==> src/rtl/fp_align_pipe.sv <==
// fp_align_pipe: two-stage operand alignment for floating-point add/sub.
// Stage 1 unpacks and classifies both operands; stage 2 shifts the smaller
// operand right to the common exponent and collects the sticky bit.
module fp_align_pipe #(
  parameter int EXP_W = 8,
  parameter int MAN_W = 23,
  parameter int CNT_W = 16
) (
  input  logic               CLK,
  input  logic               RST,
  input  logic               IN_VALID,
  output logic               IN_READY,
  input  logic [EXP_W-1:0]   IN_EXP_A,
  input  logic [EXP_W-1:0]   IN_EXP_B,
  input  logic [MAN_W-1:0]   IN_MANT_A,
  input  logic [MAN_W-1:0]   IN_MANT_B,
  output logic               OUT_VALID,
  input  logic               OUT_READY,
  output logic [MAN_W+2:0]   OUT_MANT_A,
  output logic [MAN_W+2:0]   OUT_MANT_B,
  output logic [EXP_W-1:0]   OUT_EXP,
  output logic               STICKY_BIT,
  output logic               OUT_SWAP,
  output logic               EXC_FLAG,
  output logic               NAN_FLAG,
  output logic [CNT_W-1:0]   EXC_COUNT
);

  localparam int XW = MAN_W + 3;

  logic               s1_load, s2_load;

  logic               s1_valid_q, s1_valid_d;
  logic [XW-1:0]      s1_man_a_q, s1_man_a_d;
  logic [XW-1:0]      s1_man_b_q, s1_man_b_d;
  logic [EXP_W-1:0]   s1_diff_q, s1_diff_d;
  logic [EXP_W-1:0]   s1_exp_q, s1_exp_d;
  logic               s1_swap_q, s1_swap_d;
  logic               s1_exc_q, s1_exc_d;
  logic               s1_nan_q, s1_nan_d;

  logic               s2_valid_q, s2_valid_d;
  logic [XW-1:0]      s2_man_a_q, s2_man_a_d;
  logic [XW-1:0]      s2_man_b_q, s2_man_b_d;
  logic [EXP_W-1:0]   s2_exp_q, s2_exp_d;
  logic               s2_sticky_q, s2_sticky_d;
  logic               s2_swap_q, s2_swap_d;
  logic               s2_exc_q, s2_exc_d;
  logic               s2_nan_q, s2_nan_d;

  logic [CNT_W-1:0]   exc_cnt_q, exc_cnt_d;

  logic [EXP_W-1:0]   eff_a, eff_b;
  logic [XW-1:0]      ext_a, ext_b;
  logic               inf_a, inf_b;
  logic [XW-1:0]      shift_src, shifted;
  logic               sticky;

  // Handshake: a stage may load when empty or when the stage after it drains.
  always_comb begin
    s2_load  = !s2_valid_q || OUT_READY;
    s1_load  = !s1_valid_q || s2_load;
    IN_READY = s1_load;
  end

  // Stage 1: unpack, compare effective exponents, classify exceptions.
  always_comb begin
    eff_a = (IN_EXP_A == '0) ? {{(EXP_W-1){1'b0}}, 1'b1} : IN_EXP_A;
    eff_b = (IN_EXP_B == '0) ? {{(EXP_W-1){1'b0}}, 1'b1} : IN_EXP_B;
    ext_a = {(IN_EXP_A != '0), IN_MANT_A, 2'b00};
    ext_b = {(IN_EXP_B != '0), IN_MANT_B, 2'b00};
    inf_a = (IN_EXP_A == '1);
    inf_b = (IN_EXP_B == '1);

    s1_valid_d = s1_valid_q;
    s1_man_a_d = s1_man_a_q;
    s1_man_b_d = s1_man_b_q;
    s1_diff_d  = s1_diff_q;
    s1_exp_d   = s1_exp_q;
    s1_swap_d  = s1_swap_q;
    s1_exc_d   = s1_exc_q;
    s1_nan_d   = s1_nan_q;

    if (s1_load) begin
      s1_valid_d = IN_VALID;
      s1_man_a_d = ext_a;
      s1_man_b_d = ext_b;
      s1_exc_d   = inf_a || inf_b;
      s1_nan_d   = (inf_a && (IN_MANT_A != '0)) || (inf_b && (IN_MANT_B != '0));
      if (inf_a || inf_b) begin
        s1_swap_d = 1'b0;
        s1_diff_d = '0;
        s1_exp_d  = '1;
      end else if (eff_b > eff_a) begin
        s1_swap_d = 1'b1;
        s1_diff_d = eff_b - eff_a;
        s1_exp_d  = eff_b;
      end else begin
        s1_swap_d = 1'b0;
        s1_diff_d = eff_a - eff_b;
        s1_exp_d  = eff_a;
      end
    end
  end

  // Stage 2: right-shift the smaller operand and OR together every lost bit.
  always_comb begin
    shift_src = s1_swap_q ? s1_man_a_q : s1_man_b_q;
    shifted   = shift_src >> s1_diff_q;
    if (32'(s1_diff_q) >= XW) begin
      shifted = '0;
    end
    sticky = 1'b0;
    for (int unsigned i = 0; i < XW; i++) begin
      if (i < 32'(s1_diff_q)) begin
        sticky = sticky | shift_src[i];
      end
    end

    s2_valid_d  = s2_valid_q;
    s2_man_a_d  = s2_man_a_q;
    s2_man_b_d  = s2_man_b_q;
    s2_exp_d    = s2_exp_q;
    s2_sticky_d = s2_sticky_q;
    s2_swap_d   = s2_swap_q;
    s2_exc_d    = s2_exc_q;
    s2_nan_d    = s2_nan_q;

    if (s2_load) begin
      s2_valid_d = s1_valid_q;
      s2_exp_d   = s1_exp_q;
      s2_swap_d  = s1_swap_q;
      s2_exc_d   = s1_exc_q;
      s2_nan_d   = s1_nan_q;
      if (s1_exc_q) begin
        s2_man_a_d  = '0;
        s2_man_b_d  = '0;
        s2_sticky_d = 1'b0;
      end else if (s1_swap_q) begin
        s2_man_a_d  = shifted;
        s2_man_b_d  = s1_man_b_q;
        s2_sticky_d = sticky;
      end else begin
        s2_man_a_d  = s1_man_a_q;
        s2_man_b_d  = shifted;
        s2_sticky_d = sticky;
      end
    end
  end

  // Saturating count of exception results actually handed downstream.
  always_comb begin
    exc_cnt_d = exc_cnt_q;
    if (s2_valid_q && OUT_READY && s2_exc_q && (exc_cnt_q != '1)) begin
      exc_cnt_d = exc_cnt_q + 1'b1;
    end
  end

  // Pipeline and counter registers.
  always_ff @(posedge CLK or posedge RST) begin
    if (RST) begin
      s1_valid_q  <= 1'b0;
      s1_man_a_q  <= '0;
      s1_man_b_q  <= '0;
      s1_diff_q   <= '0;
      s1_exp_q    <= '0;
      s1_swap_q   <= 1'b0;
      s1_exc_q    <= 1'b0;
      s1_nan_q    <= 1'b0;
      s2_valid_q  <= 1'b0;
      s2_man_a_q  <= '0;
      s2_man_b_q  <= '0;
      s2_exp_q    <= '0;
      s2_sticky_q <= 1'b0;
      s2_swap_q   <= 1'b0;
      s2_exc_q    <= 1'b0;
      s2_nan_q    <= 1'b0;
      exc_cnt_q   <= '0;
    end else begin
      s1_valid_q  <= s1_valid_d;
      s1_man_a_q  <= s1_man_a_d;
      s1_man_b_q  <= s1_man_b_d;
      s1_diff_q   <= s1_diff_d;
      s1_exp_q    <= s1_exp_d;
      s1_swap_q   <= s1_swap_d;
      s1_exc_q    <= s1_exc_d;
      s1_nan_q    <= s1_nan_d;
      s2_valid_q  <= s2_valid_d;
      s2_man_a_q  <= s2_man_a_d;
      s2_man_b_q  <= s2_man_b_d;
      s2_exp_q    <= s2_exp_d;
      s2_sticky_q <= s2_sticky_d;
      s2_swap_q   <= s2_swap_d;
      s2_exc_q    <= s2_exc_d;
      s2_nan_q    <= s2_nan_d;
      exc_cnt_q   <= exc_cnt_d;
    end
  end

  assign OUT_VALID  = s2_valid_q;
  assign OUT_MANT_A = s2_man_a_q;
  assign OUT_MANT_B = s2_man_b_q;
  assign OUT_EXP    = s2_exp_q;
  assign STICKY_BIT = s2_sticky_q;
  assign OUT_SWAP   = s2_swap_q;
  assign EXC_FLAG   = s2_exc_q;
  assign NAN_FLAG   = s2_nan_q;
  assign EXC_COUNT  = exc_cnt_q;

endmodule

==> config.mk <==
export PLATFORM = sky130hd
export DESIGN_NAME = fp_align_pipe
export DESIGN_NICKNAME = d
export VERILOG_FILES = /design/src/rtl/fp_align_pipe.sv
export SDC_FILE = /design/constraint.sdc
export NUM_CORES = 1
export LEC_CHECK = 0
export CORE_ASPECT_RATIO = 1.4
export CORE_MARGIN = 1
export CORE_UTILIZATION = 40
export CTS_CLUSTER_SIZE = 10
export DETAILED_ROUTE_END_ITERATION = 8
export GPL_TIMING_DRIVEN = 0
export PLACE_DENSITY = 0.68
export SLEW_MARGIN = 30
export SYNTH_ARGS = -nofsm -noshare
export SYNTH_HDL_FRONTEND = slang
export SYNTH_SLANG_ARGS = --single-unit
==> constraint.sdc <==
create_clock -name CLK -period 12.1 [get_ports CLK]
set_clock_uncertainty 0.1 [all_clocks]
set_input_delay 1.21 -clock CLK [delete_from_list [all_inputs] [get_ports CLK]]
set_output_delay 1.21 -clock CLK [all_outputs]
set_load 0.05 [all_outputs]
==> summary.md, run 1 <==
| Metric | Value |
|---|---|
| Outcome | complete, no violations |
| Residual DRC | 0 |
| Leakage | 4.97 nW |
| Final WS setup | 6.65 ns |
| Yosys warnings | 0 |
| Dominant cell type by area after synthesis | dfrtp_1 |
| CTS Buffer Depth | 2 |
| Max-Cap Viols | 0 |
| Initial core utilization | 0.409 |
| Initial antenna violation count | 0 |
| CTS clk-pin slew, worst paths | 0.06 ns |
| Unrepaired setup endpoints after global routing | no |
| Global-route wire length before repair | 56,700 um |
| Top-count cell post-synth | nand2_1 |
| Primary FF master, synth | dfrtp_1 |
| Vias per cell | 6.03 |
| Latest clock arrival within the worst-skew pair | 0.44 ns |
| Non-Filler Instances | 1,504 |
| CTS root buf | clkbuf_16 |
| Met2 Wirelength | 19,800 um |
| Period Utilization, post-route | 0.450 |
| Area after DPL | 11,200 um2 |
| Crit start category | input pin |
| Routability congestion estimate | 0.975 |
| Post-synth EDFFs | 0 |
| Metal-1 WL | 14,300 um |
| Core area | 22,700 um2 |
| Yosys reg bits | 149 |
| FF-to-FF path depth | 9 |
| DRT antenna net count | 0 |
| Clock sinks | 149 |
| Postcts setup bufs | 0 |
| Synth cell types | 76 |
| Total Die Area | 23,900 um2 |
| # rows | 65 |
| Critical path origin | OUT_READY |
| Min-delay src | OUT_MANT_A[0]$_DFFE_PP0P_ |
| CTS tree | done |
| Port bufs | 147 |
| Overall routed net length | 38,400 um |
| Post-Synthesis Cell Area | 9290 um2 |
| R2R Path Start | s1_diff_q[2]$_DFFE_PP0P_ |
| Avg WL per Cell | 25.5 um |
| Main area contributors after synthesis | dfrtp_1 40%, nand2_1 8.2%, mux4_2 4.8% |
| FFs w/ async S/R, synth | 1.00 |
| Hold depth | 2 |
| Max Fclk | 0.183 GHz |
| Worst path arrival time | 4.14 ns |
| Place WS | 6.70 ns |
| WS Path Type | in2out |
| RR Endpoint | STICKY_BIT$_DFFE_PP0P_ |
| Hold_buf cts | 0 |
| Antenna cells | 0 |
| Final core utilization | 0.519 |
| Hold Path Class | reg2reg |
| R2R Setup Slk | 8.50 ns |
| Worst slew pin tran | 0.987 ns |
| Synth top cells by count | 204 x nand2_1, 149 x dfrtp_1, 69 x o21ai_0 |
| Hold Path Sink | OUT_MANT_A[0]$_DFFE_PP0P_ |
| Tmin final | 5.45 ns |
| Layout Nets | 1,274 |
| Slew HR | 0.340 |
| Die width | 131 um |
| Wire length on met3 | 2220 um |
| Total Power | 2.10 mW |
| Worst EP required | 10.79 ns |
| Syn nets | 1,107 |
| Crit path max fanout | 10 |
| Vias | 9,068 |
| Post-Syn Area per Cell | 9.08 um2 |
| Die height | 182 um |
| Num CTS Buffers | 17 |
| Vias in the first global route | 9,023 |
| Dpl cells | 1,472 |
| Top-area cell type share of the netlist area | 0.401 |
| IO Pins | 148 |
| Syn Inst Count | 1,023 |
| Hold slack | 0.379 ns |
| Worst setup EP type | output pin |
| DR pass1 iterations | 5 |
| Finished Cell Area | 11,800 um2 |
| Pwr dens | 178 nW/um2 |
| Seq/Total Area, Yosys | 0.401 |
| Area grow syn2layout | 26.7% |
| Slew Viols, Final | 0 |
| Final Setup Violations | 0 |
| Post-CTS Resized | 0 |
| Final Hold Fails | 0 |
| DP Wirelength | 30,400 um |
| 1st-iter DRT viols | 661 |
| All-Layer GR Usage | 0.334 |
| H-tree depth | 4 |
| Final setup TNS | 0 ns |
| Total grt overflow | 0 |
| Top layer used by detailed routing | met4 |
| Largest net degree at the start of global routing | 87 |
| Share of cells above drive strength 1 | 0.0956 |
| Max VDD drop | 0.000104 V |
==> registers in the layout, summed over array words and instances (netlist names) <==
| name | count |
|---|---|
| EXC_COUNT | 16 |
| EXC_FLAG | 1 |
| NAN_FLAG | 1 |
| OUT_EXP | 8 |
| OUT_MANT_A | 26 |
| OUT_MANT_B | 26 |
| OUT_SWAP | 1 |
| OUT_VALID | 1 |
| STICKY_BIT | 1 |
| s1_diff_q | 8 |
| s1_exc_q | 1 |
| s1_exp_q | 8 |
| s1_man_a_q | 24 |
| s1_man_b_q | 24 |
| s1_nan_q | 1 |
| s1_swap_q | 1 |
| s1_valid_q | 1 |
==> layout by cell type, fill, tap and decap left out, drive strengths merged, types with 17 or more instances in the layout <==
cell / instances
nand2: 204
dfrtp: 149
clkdlybuf4s50: 147
o21ai: 72
clkbuf: 72
nor2: 54
a21oi: 45
mux2i: 43
inv: 42
a22oi: 31
buf: 31
mux4: 24
mux2: 21
nor4: 20
nand3: 17
nor3: 17
==> logic make-up after synthesis <==
| group | share of synthesized area |
|---|---|
| AO/OA/AOI/OAI | 0.189 |
| XOR/XNOR | 0.0189 |
| buffers and inverters | 0.0558 |
| multiplexers | 0.132 |
| flip-flops | 0.401 |
| adder cells (fa/ha/maj) | 0.0269 |
| AND/OR/NAND/NOR | 0.176 |
==> cell type report <==
type | count | area [um2]
multi-input combinational | 755 | 5040
clock buffer | 20 | 457
clock inverter | 12 | 141
fill | 2112 | 10900
buffer | 82 | 379
timing repair buffer | 148 | 1500
inverter | 37 | 146
tap | 301 | 377
sequential | 149 | 3730
==> power by group <==
part / internal, mW / leakage (nW) / total [mW] / switching [mW]
clock: 0.318 / 0.294 / 0.546 / 0.228
combinational: 0.313 / 2.83 / 0.902 / 0.589
sequential: 0.572 / 1.85 / 0.652 / 0.0803
total: 1.20 / 4.97 / 2.10 / 0.897
==> metal layers <==
metal | up-vias | GRT usage
met1 | 4497 | 0.386
met3 | 107 | 0.0501
li1 | 4059 | -
met5 | - | 0
met4 | 0 | 0.190
met2 | 405 | 0.578
==> critical path: stages <==
cell and delay (ns):
clkdlybuf4s50_1 0.50, nor2b_1 0.06, clkbuf_1 0.28, and2_1 0.26, clkbuf_1 0.23, inv_1 0.17, clkbuf_1 0.50, clkdlybuf4s50_1 0.93
==> worst max-delay path by stage <==
stage	to	slack, ns	cells past startpoint
floorplan	EXC_COUNT[0]$_DFFE_PP0P_	6.78	1
global placement	OUT_EXP[2]$_DFFE_PP0P_	4.76	2
detailed placement	IN_READY	6.70	8
CTS	IN_READY	6.70	8
global route	IN_READY	6.49	8
finish	IN_READY	6.65	8
Power figures use the tool's default switching activity.
==> run 2, diff against run 1 <==
==> constraint.sdc (replaced) <==
create_clock -name CLK -period 5.1 [get_ports CLK]
set_clock_uncertainty 0.1 [all_clocks]
set_input_delay 0.51 -clock CLK [delete_from_list [all_inputs] [get_ports CLK]]
set_output_delay 0.51 -clock CLK [all_outputs]
set_load 0.05 [all_outputs]
==> results of run 2 <==
The final DEF is identical to that of run 1. Status: complete, no violations.
Among the figures that moved: setup slack after placement 6.70 ns -> 0.832 ns; setup slack after layout 6.65 ns -> 1.05 ns; register-to-register setup slack 8.50 ns -> 1.50 ns; total power 2.10 mW -> 4.98 mW; worst IR drop on VDD 0.000104 V -> 0.000248 V
